--- src/rtl/bit_stream_feeder.sv ---
// -----------------------------------------------------------------------------
// bit_stream_feeder
//
// Parallel-in, serial-out stage feeding a serial sequence detector. A
// NUM_BITS-wide word is accepted on a valid/ready handshake and streamed
// MSB-first onto serial_out, one bit per clock while shift_en is high. When
// shift_en is low, the stream stalls. word_done marks the cycle in which the
// last bit (the LSB) is on serial_out.
//
// Parameters
//   NUM_BITS   word width / bits per burst (>= 2)
//   IDLE_BIT   level driven on serial_out when no word is in flight
//
// Optional feature (compile-time macro BACK_TO_BACK_EN)
//   When BACK_TO_BACK_EN is defined, load_ready is also raised during the
//   last-bit cycle of a word (when shift_en is high). A word accepted on that
//   edge follows the previous LSB with no idle gap.
//   When the macro is undefined, words are accepted only in IDLE. This leaves
//   at least one IDLE_BIT cycle between consecutive words.
//
// Ports
//   clk         in   system clock, rising edge
//   n_rst       in   asynchronous active-low reset
//   load_data   in   word to stream, sampled only on the handshake edge
//   load_valid  in   load_data is valid
//   load_ready  out  feeder can accept a word this cycle (combinational)
//   shift_en    in   1 = advance one bit per clock, 0 = hold
//   serial_out  out  registered serial bit, MSB first
//   busy        out  a word is in flight
//   word_done   out  high while the last bit of a word is on serial_out
// -----------------------------------------------------------------------------
module bit_stream_feeder #(
    parameter int   NUM_BITS = 8,
    parameter logic IDLE_BIT = 1'b0
) (
    input  logic                clk,
    input  logic                n_rst,
    input  logic [NUM_BITS-1:0] load_data,
    input  logic                load_valid,
    output logic                load_ready,
    input  logic                shift_en,
    output logic                serial_out,
    output logic                busy,
    output logic                word_done
);

    localparam int CNT_W = (NUM_BITS > 2) ? $clog2(NUM_BITS) : 1;
    localparam logic [CNT_W-1:0] LAST_IDX = CNT_W'(NUM_BITS - 1);
    localparam logic [CNT_W-1:0] PENULT_IDX = CNT_W'(NUM_BITS - 2);

    typedef enum logic {
        IDLE,
        SHIFT
    } state_t;

    state_t                state, state_nx;
    logic [NUM_BITS-1:0]   shift_reg, shift_nx;
    logic [CNT_W-1:0]      bit_cnt, cnt_nx;
    logic                  serial_nx;
    logic                  busy_nx;
    logic                  done_nx;
    logic                  handshake;
    logic                  on_last_bit;

    assign on_last_bit = (state == SHIFT) && (bit_cnt == LAST_IDX);

    // load_ready is the only combinational output.
    always_comb begin
        load_ready = (state == IDLE);
`ifdef BACK_TO_BACK_EN
        if (on_last_bit && shift_en)
            load_ready = 1'b1;
`endif
    end

    assign handshake = load_valid && load_ready;

    always_ff @(posedge clk or negedge n_rst) begin
        if (!n_rst) begin
            state      <= IDLE;
            shift_reg  <= {NUM_BITS{IDLE_BIT}};
            bit_cnt    <= '0;
            serial_out <= IDLE_BIT;
            busy       <= 1'b0;
            word_done  <= 1'b0;
        end else begin
            state      <= state_nx;
            shift_reg  <= shift_nx;
            bit_cnt    <= cnt_nx;
            serial_out <= serial_nx;
            busy       <= busy_nx;
            word_done  <= done_nx;
        end
    end

    // The shift register keeps the bit on serial_out in its MSB. A shift
    // therefore exposes shift_reg[NUM_BITS-2] as the next serial bit.
    always_comb begin
        state_nx  = state;
        shift_nx  = shift_reg;
        cnt_nx    = bit_cnt;
        serial_nx = serial_out;
        busy_nx   = busy;
        done_nx   = word_done;

        case (state)
            IDLE: begin
                // Loading does not depend on shift_en.
                if (handshake) begin
                    state_nx  = SHIFT;
                    shift_nx  = load_data;
                    cnt_nx    = '0;
                    serial_nx = load_data[NUM_BITS-1];
                    busy_nx   = 1'b1;
                    done_nx   = 1'b0;
                end
            end

            SHIFT: begin
                if (shift_en) begin
                    if (on_last_bit) begin
                        if (handshake) begin
                            // Back-to-back: the new MSB directly follows the old LSB.
                            state_nx  = SHIFT;
                            shift_nx  = load_data;
                            cnt_nx    = '0;
                            serial_nx = load_data[NUM_BITS-1];
                            busy_nx   = 1'b1;
                            done_nx   = 1'b0;
                        end else begin
                            state_nx  = IDLE;
                            shift_nx  = {NUM_BITS{IDLE_BIT}};
                            cnt_nx    = '0;
                            serial_nx = IDLE_BIT;
                            busy_nx   = 1'b0;
                            done_nx   = 1'b0;
                        end
                    end else begin
                        shift_nx  = {shift_reg[NUM_BITS-2:0], IDLE_BIT};
                        cnt_nx    = bit_cnt + CNT_W'(1);
                        serial_nx = shift_reg[NUM_BITS-2];
                        // Raise word_done as the LSB moves onto serial_out.
                        done_nx   = (bit_cnt == PENULT_IDX);
                    end
                end
            end

            default: begin
                state_nx = IDLE;
            end
        endcase
    end

endmodule

--- config.mk ---
export PLATFORM = sky130hd
export DESIGN_NAME = bit_stream_feeder
export DESIGN_NICKNAME = d
export VERILOG_FILES = /design/src/rtl/bit_stream_feeder.sv
export SDC_FILE = /design/constraint.sdc
export NUM_CORES = 1
export LEC_CHECK = 0
export ABC_AREA = 1
export CORE_MARGIN = 3
export CORE_UTILIZATION = 55
export CTS_BUF_LIST = sky130_fd_sc_hd__clkbuf_2 sky130_fd_sc_hd__clkbuf_4 sky130_fd_sc_hd__clkbuf_8
export DETAILED_ROUTE_END_ITERATION = 10
export GPL_TIMING_DRIVEN = 0
export HOLD_SLACK_MARGIN = 0.15
export PLACE_DENSITY = 0.86
export SYNTH_ARGS = -nofsm -noshare
export SYNTH_HDL_FRONTEND = slang
export SYNTH_SLANG_ARGS = --single-unit
--- constraint.sdc ---
create_clock -name clk -period 3.7 [get_ports clk]
set_input_delay 0.74 -clock clk [delete_from_list [all_inputs] [get_ports clk]]
set_output_delay 0.74 -clock clk [all_outputs]
set_load 0.02 [all_outputs]
## Word-level counts from Yosys, hierarchy flattened

Index checks and enable logic that the tools add are counted.
Widths: inputs -> output; s select.

| cells by class | value |
|---|---|
| $add $sub $neg | 1 |
| equality and inequality tests | 5 |
| multiplexer cells | 26 |
| bitwise gates (word level) | 1 |
| reductions and logical operators | 4 |

Operator list:

| operator | count |
|---|---|
| $mux 7 | 4 |
| $pmux 7 s2 | 1 |
| $mux 1 | 13 |
| $mux 3 | 3 |
| $pmux 1 s2 | 4 |
| $eq 3x3->1 const B | 2 |
| $pmux 3 s2 | 1 |
| $ne 2x1->1 const B | 2 |
| $add 3x1->3 const B | 1 |
| $reduce_and 3->1 | 1 |
| $logic_and 1x1->1 | 2 |
| $ne 2x2->1 const B | 1 |
| $reduce_and 2->1 | 1 |
| $not 1->1 | 1 |

| storage, ports and cells | value |
|---|---|
| flip-flop bits (word level) | 14 |
| input port bits | 12 |
| output and inout bits | 4 |
| logic and storage cells | 43 |

## Longest topological paths before layout

Gate-level depths: netlist of the first run.

| depth | value |
|---|---|
| depth in word-level cells | 6 |
| depth in mapped cells | 7 |
| depth with buffers taken out | 7 |

## Worst setup path after synthesis of the first run

No wires, ideal clock.

| path | value |
|---|---|
| path kind | register -> output |
| from | register state |
| to | output port load_ready |
| arrival | 0.684 ns |
| setup slack | 2.276 ns |
| cell stages (with the launch flop) | 4 |
| path buffers | 2 |
| cells stage by stage | dfrtp_1 -> buf_6 -> inv_2 -> buf_6 |

| between the ends | value |
|---|---|
| word-level cells in the longest chain between the ends | 1 |

RTL lines:

| element | RTL line | RTL |
|---|---|---|
| from (decl) | 56 | `state_t state, state_nx;` |
| from (signal assigned) | 87 | `state <= state_nx;` |
| $not 1->1 | n/a |  |
| to (decl) | 40 | `output logic load_ready,` |

No other way between the ends.

## Worst setup path in the final report of the first run

Same ends and word-level chain as after synthesis.

==> summary.md, run 1 <==
| Metric | Value |
|---|---|
| DR WL/cell | `~13 um` |
| CTS tree | `done` |
| Outcome | `completed` |
| Final hold vios | `0` |
| Worst reg2reg path startpoint | `bit_cnt[0]$_DFFE_PN0P_` |
| Die height | `about 42 um` |
| Post-route DRC | `0` |
| I/O pins | `16` |
| Vias post-DR | `~650` |
| Relative slew slack | `58.3%` |
| Worst R2R End | `shift_reg[6]$_DFFE_PN0P_` |
| Gr ovfl total | `0` |
| Flop-to-flop setup slack | `between 2000 and 2500 ps` |
| Setup bufs post-CTS | `0` |
| # hold bufs at CTS | `0` |
| CP Launch Type | `register` |
| CP endpoint | `load_ready` |
| Die X | `between 40 and 50 um` |
| Min setup slack post-route | `between 1000 and 1500 ps` |
| Seq/Total Area, Yosys | `a little under half` |
| CTS H-tree depth | `1` |
| Worst EP required | `a little under 3000 ps` |
| Worst min-delay path startpoint | `busy$_DFFE_PN0P_` |
| Max reg flops | `7` |
| Final wirelength | `about 1600 um` |
| Seq cells post-synth | `14` |
| # fillers | `between 80 and 90` |
| Clock Tree Root | `clkbuf_4` |
| # setup viols final | `0` |
| Row count | `12` |
| Fmax | `about 420 MHz` |
| Clk slew on worst S/H paths | `approximately 80 ps` |
| Placer Congestion | `~0.80` |
| Synth Cell Area | `~730 um2` |
| Core area | `~1200 um2` |
| Hold_ws | `roughly 500 ps` |
| Final worst path period share | `a little under two thirds` |
| Overall power | `about 0.6 mW` |
| Clock latency at the later pin of the worst-skew pair | `a little under 300 ps` |
| Clock skew | `approximately 3.6 ps` |
| Worst hold path depth | `2` |
| Global-route wire length before repair | `between 2000 and 3000 um` |
| All-layer global routing usage | `between 20% and 30%` |
| Post-DP HPWL | `~1100 um` |
| Syn Nets | `roughly 100` |
| Die area | `between 1500 and 2000 um2` |
| Max-slew violations | `0` |
| Sum Neg Setup Slack | `0 ps` |
| Max-cap viol count | `0` |
| Antenna cells | `0` |
| WS Path Type | `register to output pin` |
| Area delta synth->final | `26.0%` |
| Leak | `roughly 0.49 nW` |
| Vias in the first global route | `approximately 650` |
| Placement Setup Slack | `1650 ps` |
| ANT nets after route | `0` |
| Nets@finish | `124` |
| Vias per cell | `around 5.3` |
| Library cells used by synthesis | `12` |
| Min-delay worst type | `register to register` |
| Worst-Margin Slew | `between 600 and 700 ps` |
| Mapped Cells | `89` |
| CTS Sinks | `14` |
| Initial antenna violation count | `0` |
| Fin util | `approximately four fifths` |
| Starting DRC count in detailed routing | `30` |
| FF-to-FF path depth | `7` |
| TritonCTS buffer count | `3` |
| PwrDens | `~650 nW/um2` |
| Synthesized area per cell | `about 8.2 um2` |
| Share of layout cells above drive strength 1 | `12.1%` |
| Crit. End Element | `output pin` |
| Crit Path Max Fanout | `10` |
| Largest net degree at the start of global routing | `15` |
| Starting Density | `roughly 63%` |
| Fin crit period | `around 2400 ps` |
| Post-CTS Resized | `0` |
| IO Port Bufs | `15` |
| Worst EP arrival | `1620 ps` |
| Warnings, synthesis | `0` |
| Peak supply drop | `roughly 440 uV` |
| 1st-pass router iterations | `4` |
| Crit path launch | `state$_DFF_PN0_` |
| Bufs on Longest Clock Path | `2` |
| RSZ-0062 raised after global routing | `false` |
cells in the final DEF (no fill, tap or decap):
cell             instances
dfrtp_1                 14
buf_4                    1
inv_2                    2
nand2_2                  3
inv_1                    2
nor2_4                   1
ha_1                     3
o21ai_1                  2
o21ai_0                  2
nand2_1                 34
clkdlybuf4s50_1         15
nand3_1                 22
buf_6                    3
clkbuf_4                 3
layer usage:
layer / vias to the layer above / GRT usage (%) / routed length, um
met5: - / 0 / 0
li1: 323 / - / -
met2: 25 / 31.9 / 730
met4: 0 / 14.3 / 55
met1: 292 / 24.3 / 698
met3: 7 / 3.00 / 94
cells by family after synthesis:
| kind of cell | Yosys count | synth area share [%] |
|---|---|---|
| AND/OR/NAND/NOR | 60 | 36.6 |
| adder cells (fa/ha/maj) | 3 | 5.13 |
| flip-flops | 14 | 47.9 |
| AO/OA/AOI/OAI | 4 | 2.74 |
| buffers and inverters | 8 | 7.69 |
critical path, stage by stage, from the launching register on:
cell and delay [ps]:
dfrtp_1 380, buf_6 140, inv_2 70, buf_6 140, clkdlybuf4s50_1 610
through the flow:
step | std cells | area, um2
global placement | 118 | 900
floorplan | 89 | 732
detailed placement | 118 | 900
finish | 121 | 922
global route | 121 | 922
CTS | 121 | 922
worst min-delay path by stage:
stage                        endpoint
3_5_place_dp    word_done$_DFFE_PN0P_
5_1_grt         word_done$_DFFE_PN0P_
2_1_floorplan  bit_cnt[0]$_DFFE_PN0P_
3_3_place_gp         busy$_DFFE_PN0P_
6_report             busy$_DFFE_PN0P_
4_1_cts              busy$_DFFE_PN0P_
cell type report:
type                       count  area (um2)  share of cell area (%)
sequential                    14         350                    38.0
multi-input combinational     67         325                    35.3
timing repair buffer          15         150                    16.3
buffer                         4        41.3                    4.48
clock buffer                   3        22.5                    2.44
tap                           14        17.5                    1.90
inverter                       4        15.0                    1.63
report_power, final:
| part | switching, mW | internal, mW |
|---|---|---|
| sequential | 0.0321 | 0.210 |
| combinational | 0.150 | 0.116 |
| clock | 0.0521 | 0.0379 |
synthesized netlist by cell type:
cell type / count / area, um2
inv_1: 2 / 7.51
dfrtp_1: 14 / 350
buf_6: 3 / 33.8
nand2_1: 34 / 128
nor2_4: 1 / 11.3
nand3_1: 22 / 110
o21ai_0: 2 / 10.0
inv_2: 2 / 7.51
buf_4: 1 / 7.51
o21ai_1: 2 / 10.0
nand2_2: 3 / 18.8
ha_1: 3 / 37.5
(Power assumes the default switching activity.)
==> run 2: changes to the inputs <==
--- a/config.mk
+++ b/config.mk
@@ -7,12 +7,12 @@
 export LEC_CHECK = 0
 export ABC_AREA = 1
 export CORE_MARGIN = 3
-export CORE_UTILIZATION = 55
+export CORE_UTILIZATION = 46
 export CTS_BUF_LIST = sky130_fd_sc_hd__clkbuf_2 sky130_fd_sc_hd__clkbuf_4 sky130_fd_sc_hd__clkbuf_8
 export DETAILED_ROUTE_END_ITERATION = 10
 export GPL_TIMING_DRIVEN = 0
 export HOLD_SLACK_MARGIN = 0.15
-export PLACE_DENSITY = 0.86
+export PLACE_DENSITY = 0.77
 export SYNTH_ARGS = -nofsm -noshare
 export SYNTH_HDL_FRONTEND = slang
 export SYNTH_SLANG_ARGS = --single-unit
==> constraint.sdc (replaced) <==
create_clock -name clk -period 1.9 [get_ports clk]
set_input_delay 0.38 -clock clk [delete_from_list [all_inputs] [get_ports clk]]
set_output_delay 0.38 -clock clk [all_outputs]
set_load 0.02 [all_outputs]
==> summary.md, run 2 (synthesized netlist as in run 1, its figures left out) <==
| Metric | Value |
|---|---|
| Max reg flops | `7 (unchanged)` |
| Area delta synth->final | `27.9%` |
| Internal | `0.747 mW (+100%)` |
| Sw Share | `37.6% (-1.6 points)` |
| Seq pwr share | `39.5% (-1.0 points)` |
| Bufs on Longest Clock Path | `2 (unchanged)` |
| PwrDens | `1280 nW/um2 (+97%)` |
| IO Port Bufs | `15 (unchanged)` |
| CTS Sinks | `14 (unchanged)` |
| Psw | `0.449 mW (+92%)` |
| Die area | `2110 um2 (+17%)` |
| Leak | `0.498 nW (+2.3%)` |
| Starting Density | `52.3% (-10 points)` |
| Clock skew | `1.89 ps (-1.70 ps)` |
| Vias post-DR | `625 (-3.4%)` |
| Worst R2R End | `shift_reg[5]$_DFFE_PN0P_` |
| RSZ-0062 raised after global routing | `false` |
| Nets@finish | `124 (unchanged)` |
| Clk slew on worst S/H paths | `90 ps (about the same)` |
| CTS H-tree depth | `1 (unchanged)` |
| Commonest non-fill, non-tap cells in the layout | `nand2_1, nand3_1, dfrtp_1, clkdlybuf4s50_1` |
| Core area | `1400 um2 (+19%)` |
| TritonCTS buffer count | `3 (unchanged)` |
| Vias per cell | `5.08 (-5.0%)` |
| FF-to-FF path depth | `7 (unchanged)` |
| Layout Cells excl Fill | `123 (+1.7%)` |
| Worst-Margin Slew | `651 ps (+27.5 ps)` |
| I/O pins | `16 (unchanged)` |
| Post-route DRC | `0 (unchanged)` |
| Die height | `45.9 um (+8.0%)` |
| DR WL/cell | `12.5 um (-3.9%)` |
| Share of layout cells above drive strength 1 | `13.0% (+0.81 points)` |
| Max-cap viol count | `0 (unchanged)` |
| Die X | `45.9 um (+8.0%)` |
| Crit Path Max Fanout | `10 (unchanged)` |
| Setup bufs post-CTS | `0 (unchanged)` |
| Crit path launch | `state$_DFF_PN0_` |
| Initial antenna violation count | `0 (unchanged)` |
| Starting DRC count in detailed routing | `14 (-53%)` |
| Antenna cells | `0 (unchanged)` |
| Commonest non-fill, non-tap cell in the layout | `nand2_1` |
| WS Path Type | `register to output pin` |
| Hold_ws | `491 ps (-18.4 ps)` |
| Gr ovfl total | `0 (unchanged)` |
| Fin crit period | `1720 ps` |
| Largest net degree at the start of global routing | `15 (unchanged)` |
| Min-delay worst type | `input port to asynchronous set/reset pin` |
| Crit. End Element | `output pin` |
| Worst reg2reg path startpoint | `bit_cnt[1]$_DFFE_PN0P_` |
| Post-DP HPWL | `1040 um (-5.7%)` |
| Peak supply drop | `831 uV (+90%)` |
| Vias in the first global route | `571 (-13%)` |
| Clock share of power | `18.1% (+3.1 points)` |
| ANT nets after route | `0 (unchanged)` |
| Outcome | `completed` |
| Row count | `13 (+1)` |
| # setup viols final | `0 (unchanged)` |
| All-layer global routing usage | `17.1% (-2.9 points)` |
| Comb power frac | `42.3% (-2.2 points)` |
| 1st-pass router iterations | `4 (unchanged)` |
| Dpl cells | `119 (+0.85%)` |
| Final wirelength | `1540 um (-2.3%)` |
| Global-route wire length before repair | `2550 um (-6.1%)` |
| Sum Neg Setup Slack | `0 ps (unchanged)` |
| Clock latency at the later pin of the worst-skew pair | `280 ps (about the same)` |
| Worst EP required | `1520 ps (-1440 ps)` |
| Overall power | `1.20 mW (+100%)` |
| # fillers | `116 (+35%)` |
| Area after DPL | `901 um2 (+0.14%)` |
| CP Launch Type | `register` |
| Fmax | `approximately 580 MHz` |
| Placer Congestion | `0.851 (+6.1%)` |
| CTS tree | `done` |
| Worst EP arrival | `1340 ps (-280 ps)` |
| Clock Tree Root | `clkbuf_4` |
| Max-slew violations | `0 (unchanged)` |
| Flop-to-flop setup slack | `610 ps (-1800 ps)` |
| Final worst path period share | `between 90% and 100%` |
| Relative slew slack | `56.4% (-1.8 points)` |
| Final Cell Area | `936 um2 (+1.5%)` |
| Final hold vios | `0 (unchanged)` |
-- run 2: changes by cell type in the layout (fill, tap and decap cells not counted), sizes merged --
cell,delta
dlygate4sd2,+1
clkbuf,+1
clkdlybuf4s50,-1
-- run 2: layer usage --
layer  global-route usage [%]  vias to the layer above  routed length, um
li1                         -                      328                  -
met1                     24.9                      282                752
met2                     22.5                       10                692
met3                     5.14                        5                 64
met4                     8.52                        0                 33
met5                        0                        -                  0
-- run 2: worst max-delay path by stage --
stage / to / cells past startpoint
floorplan: serial_out$_DFFE_PN0P_ / 7
global placement: load_ready / 4
detailed placement: load_ready / 4
CTS: load_ready / 4
global route: load_ready / 4
finish: load_ready / 4
-- run 2: layout make-up --
type	count	area, um2	share of cell area [%]
Sequential cell	14	350	37.4
Multi-Input combinational cell	67	325	34.8
Timing Repair Buffer	15	149	15.9
Buffer	4	41.3	4.41
Clock buffer	4	36.3	3.88
Tap cell	15	18.8	2.01
Inverter	4	15.0	1.60
-- run 2: worst max-delay path: stages (launching register included) --
cell           delay (ps)
dfrtp_1               380
buf_6                 140
inv_2                  70
buf_6                 140
dlygate4sd2_1         340
-- run 2: repair_timing --
item | in CTS | in global routing
endpoints found under the setup margin | 1 | 0
hold buffers | 0 | 0
resized for setup | 1 | 0
-- run 2: stage by stage --
| stage | util, % | worst slack (ps) |
|---|---|---|
| after floorplan | - | 742 |
| after global placement | 64.4 | 214 |
| after detailed placement | 64.4 | 210 |
| after CTS | 66.9 | 160 |
| after global routing | 66.9 | 128 |
| final | 66.9 | 175 |
-- run 2: power by group through the flow --
stage	Sequential (mW)	Combinational, mW	Clock (mW)
after floorplan	0.489	0.340	0
after global placement	0.473	0.503	0
after CTS	0.472	0.511	0.227
after global routing	0.490	0.577	0.236
final	0.473	0.506	0.217
after detailed placement	0.478	0.511	0
==> run 3: changes to the inputs <==
--- a/config.mk
+++ b/config.mk
@@ -7,12 +7,12 @@
 export LEC_CHECK = 0
 export ABC_AREA = 1
 export CORE_MARGIN = 3
-export CORE_UTILIZATION = 46
+export CORE_UTILIZATION = 55
 export CTS_BUF_LIST = sky130_fd_sc_hd__clkbuf_2 sky130_fd_sc_hd__clkbuf_4 sky130_fd_sc_hd__clkbuf_8
 export DETAILED_ROUTE_END_ITERATION = 10
 export GPL_TIMING_DRIVEN = 0
 export HOLD_SLACK_MARGIN = 0.15
-export PLACE_DENSITY = 0.77
+export PLACE_DENSITY = 0.86
 export SYNTH_ARGS = -nofsm -noshare
 export SYNTH_HDL_FRONTEND = slang
 export SYNTH_SLANG_ARGS = --single-unit
==> constraint.sdc (replaced) <==
create_clock -name clk -period 2 [get_ports clk]
set_input_delay 0.4 -clock clk [delete_from_list [all_inputs] [get_ports clk]]
set_output_delay 0.4 -clock clk [all_outputs]
set_load 0.02 [all_outputs]
==> summary.md, run 3 (synthesized netlist as in run 1, its figures left out) <==
| Metric | Value |
|---|---|
| Worst EP arrival | `1350 ps (about the same)` |
| CP Launch Type | `register` |
| Post-route DRC | `0 (unchanged)` |
| Crit Path Max Fanout | `10 (unchanged)` |
| Nets@finish | `124 (unchanged)` |
| Die X | `42.5 um (-7.4%)` |
| Starting Density | `62.5% (+10 points)` |
| Max-slew violations | `0 (unchanged)` |
| Most frequent CP cell | `buf_6` |
| Layout Cells excl Fill | `121 (-1.6%)` |
| Die height | `42.5 um (-7.4%)` |
| 1st-pass router iterations | `4 (unchanged)` |
| Gr ovfl total | `0 (unchanged)` |
| Relative slew slack | `58.2% (+1.8 points)` |
| Crit path launch | `state$_DFF_PN0_` |
| Final wirelength | `1590 um (+3.2%)` |
| Clock Tree Root | `clkbuf_4` |
| Max-cap viol count | `0 (unchanged)` |
| Placer Congestion | `0.802 (-5.7%)` |
| Leak | `0.491 nW (-1.4%)` |
| Initial antenna violation count | `0 (unchanged)` |
| Dpl cells | `118 (-0.84%)` |
| Final hold vios | `0 (unchanged)` |
| Largest net degree at the start of global routing | `15 (unchanged)` |
| RSZ-0062 raised after global routing | `false` |
| PwrDens | `1200 nW/um2 (-6.2%)` |
| Die area | `1800 um2 (-14%)` |
| # fillers | `87 (-25%)` |
| Worst EP required | `1600 ps (+80 ps)` |
| Outcome | `completed` |
| Row count | `12 (-1)` |
| Post-DP HPWL | `1110 um (+6.0%)` |
| # setup viols final | `0 (unchanged)` |
| Fin util | `78.6% (+12 points)` |
| Vias post-DR | `651 (+4.2%)` |
| CTS Sinks | `14 (unchanged)` |
| Bufs on Longest Clock Path | `2 (unchanged)` |
| Clock latency at the later pin of the worst-skew pair | `290 ps (about the same)` |
| Worst reg2reg path startpoint | `bit_cnt[0]$_DFFE_PN0P_` |
| WS Path Type | `register to output pin` |
| Overall power | `1.10 mW (-7.7%)` |
| Cell family with most CP delay | `buffers and inverters` |
| DR WL/cell | `13.1 um (+4.9%)` |
| Core area | `1170 um2 (-16%)` |
| Peak supply drop | `808 uV (-2.8%)` |
| CTS tree | `done` |
| Vias per cell | `5.38 (+5.9%)` |
| I/O pins | `16 (unchanged)` |
| All-layer global routing usage | `20.0% (+2.9 points)` |
| Crit. End Element | `output pin` |
| Sum Neg Setup Slack | `0 ps (unchanged)` |
| IO Port Bufs | `15 (unchanged)` |
| Share of layout cells above drive strength 1 | `12.1% (-0.81 points)` |
| Clock skew | `3.59 ps (+1.71 ps)` |
| ANT nets after route | `0 (unchanged)` |
| Min-delay worst type | `input port to asynchronous set/reset pin` |
| Global-route wire length before repair | `2710 um (+6.5%)` |
| Fmax | `572 MHz` |
| Max reg flops | `7 (unchanged)` |
| Fin crit period | `~1700 ps` |
| Vias in the first global route | `653 (+14%)` |
| Clk slew on worst S/H paths | `90 ps (about the same)` |
| TritonCTS buffer count | `3 (unchanged)` |
| Setup bufs post-CTS | `0 (unchanged)` |
| Final worst path period share | `87.4%` |
| Slowest CP cell | `dfrtp_1` |
| Starting DRC count in detailed routing | `30 (+16)` |
| Area delta synth->final | `25.8%` |
| Antenna cells | `0 (unchanged)` |
| Commonest non-fill, non-tap cells in the layout | `nand2_1, nand3_1, dfrtp_1, clkdlybuf4s50_1` |
| Slowest Stage Delay on Critical Path | `380 ps (about the same)` |
| CTS H-tree depth | `1 (unchanged)` |
| Commonest non-fill, non-tap cell in the layout | `nand2_1` |
| Critical Path, Cell by Cell | `buf_6 > inv_2 > buf_6 > dlygate4sd2_1` |
| Worst path buffer plus inverter count | `4 (unchanged)` |
| Worst-Margin Slew | `625 ps (-26.4 ps)` |
-- run 3: cell count changes in the layout (fill, tap and decap cells not counted) --
cell and change:
clkbuf_8 -1
-- run 3: through the flow --
| stage | hold slack [ps] | worst slack, ps | instance area (um2) |
|---|---|---|---|
| after floorplan | 104 | 842 | 732 |
| after global placement | 478 | 301 | 900 |
| after detailed placement | 494 | 292 | 900 |
| after CTS | 513 | 245 | 921 |
| after global routing | 535 | 196 | 921 |
| final | 497 | 252 | 921 |
-- run 3: report_power, final --
group	internal (mW)	total, mW	switching, mW
clock	0.0700	0.166	0.0956
sequential	0.389	0.449	0.0601
combinational	0.210	0.488	0.278
total	0.670	1.10	0.434
-- run 3: path summary, 6_finish.rpt --
kind	end	slack [ps]	cells after the start
setup / recovery	load_ready	250	4
hold / removal	shift_reg[6]$_DFFE_PN0P_	500	1
setup reg to reg	shift_reg[6]$_DFFE_PN0P_	700	7
hold reg to reg	busy$_DFFE_PN0P_	510	2
max in group asynchronous	word_done$_DFFE_PN0P_	1100	1
min in group clk	busy$_DFFE_PN0P_	510	2
-- run 3: timing repair --
action                                  CTS  global route
gates resized for setup                   1             0
endpoints found under the setup margin    1             0
hold buffers                              0             0
-- run 3: final cells by class --
cell class	instances	area (um2)	share of cell area, %
sequential	14	350	38.0
multi-input combinational	67	325	35.3
timing repair buffer	15	149	16.2
buffer	4	41.3	4.48
clock buffer	3	22.5	2.45
tap	14	17.5	1.90
inverter	4	15.0	1.63
-- run 3: worst reg2reg max path: stages, from the launching register on --
cell     delay [ps]
dfrtp_1         390
ha_1            200
ha_1            230
inv_2           150
nand3_1          90
nand2_1          60
nand2_1          50
nand2_1          70
-- run 3: layer usage --
metal	share of wire [%]	routed length, um	global-route usage (%)	vias up
li1	-	-	-	326
met1	43	681	24.3	288
met2	48	758	31.9	29
met3	6.5	103	3.00	8
met4	3.0	48	14.3	0
met5	0	0	0	-
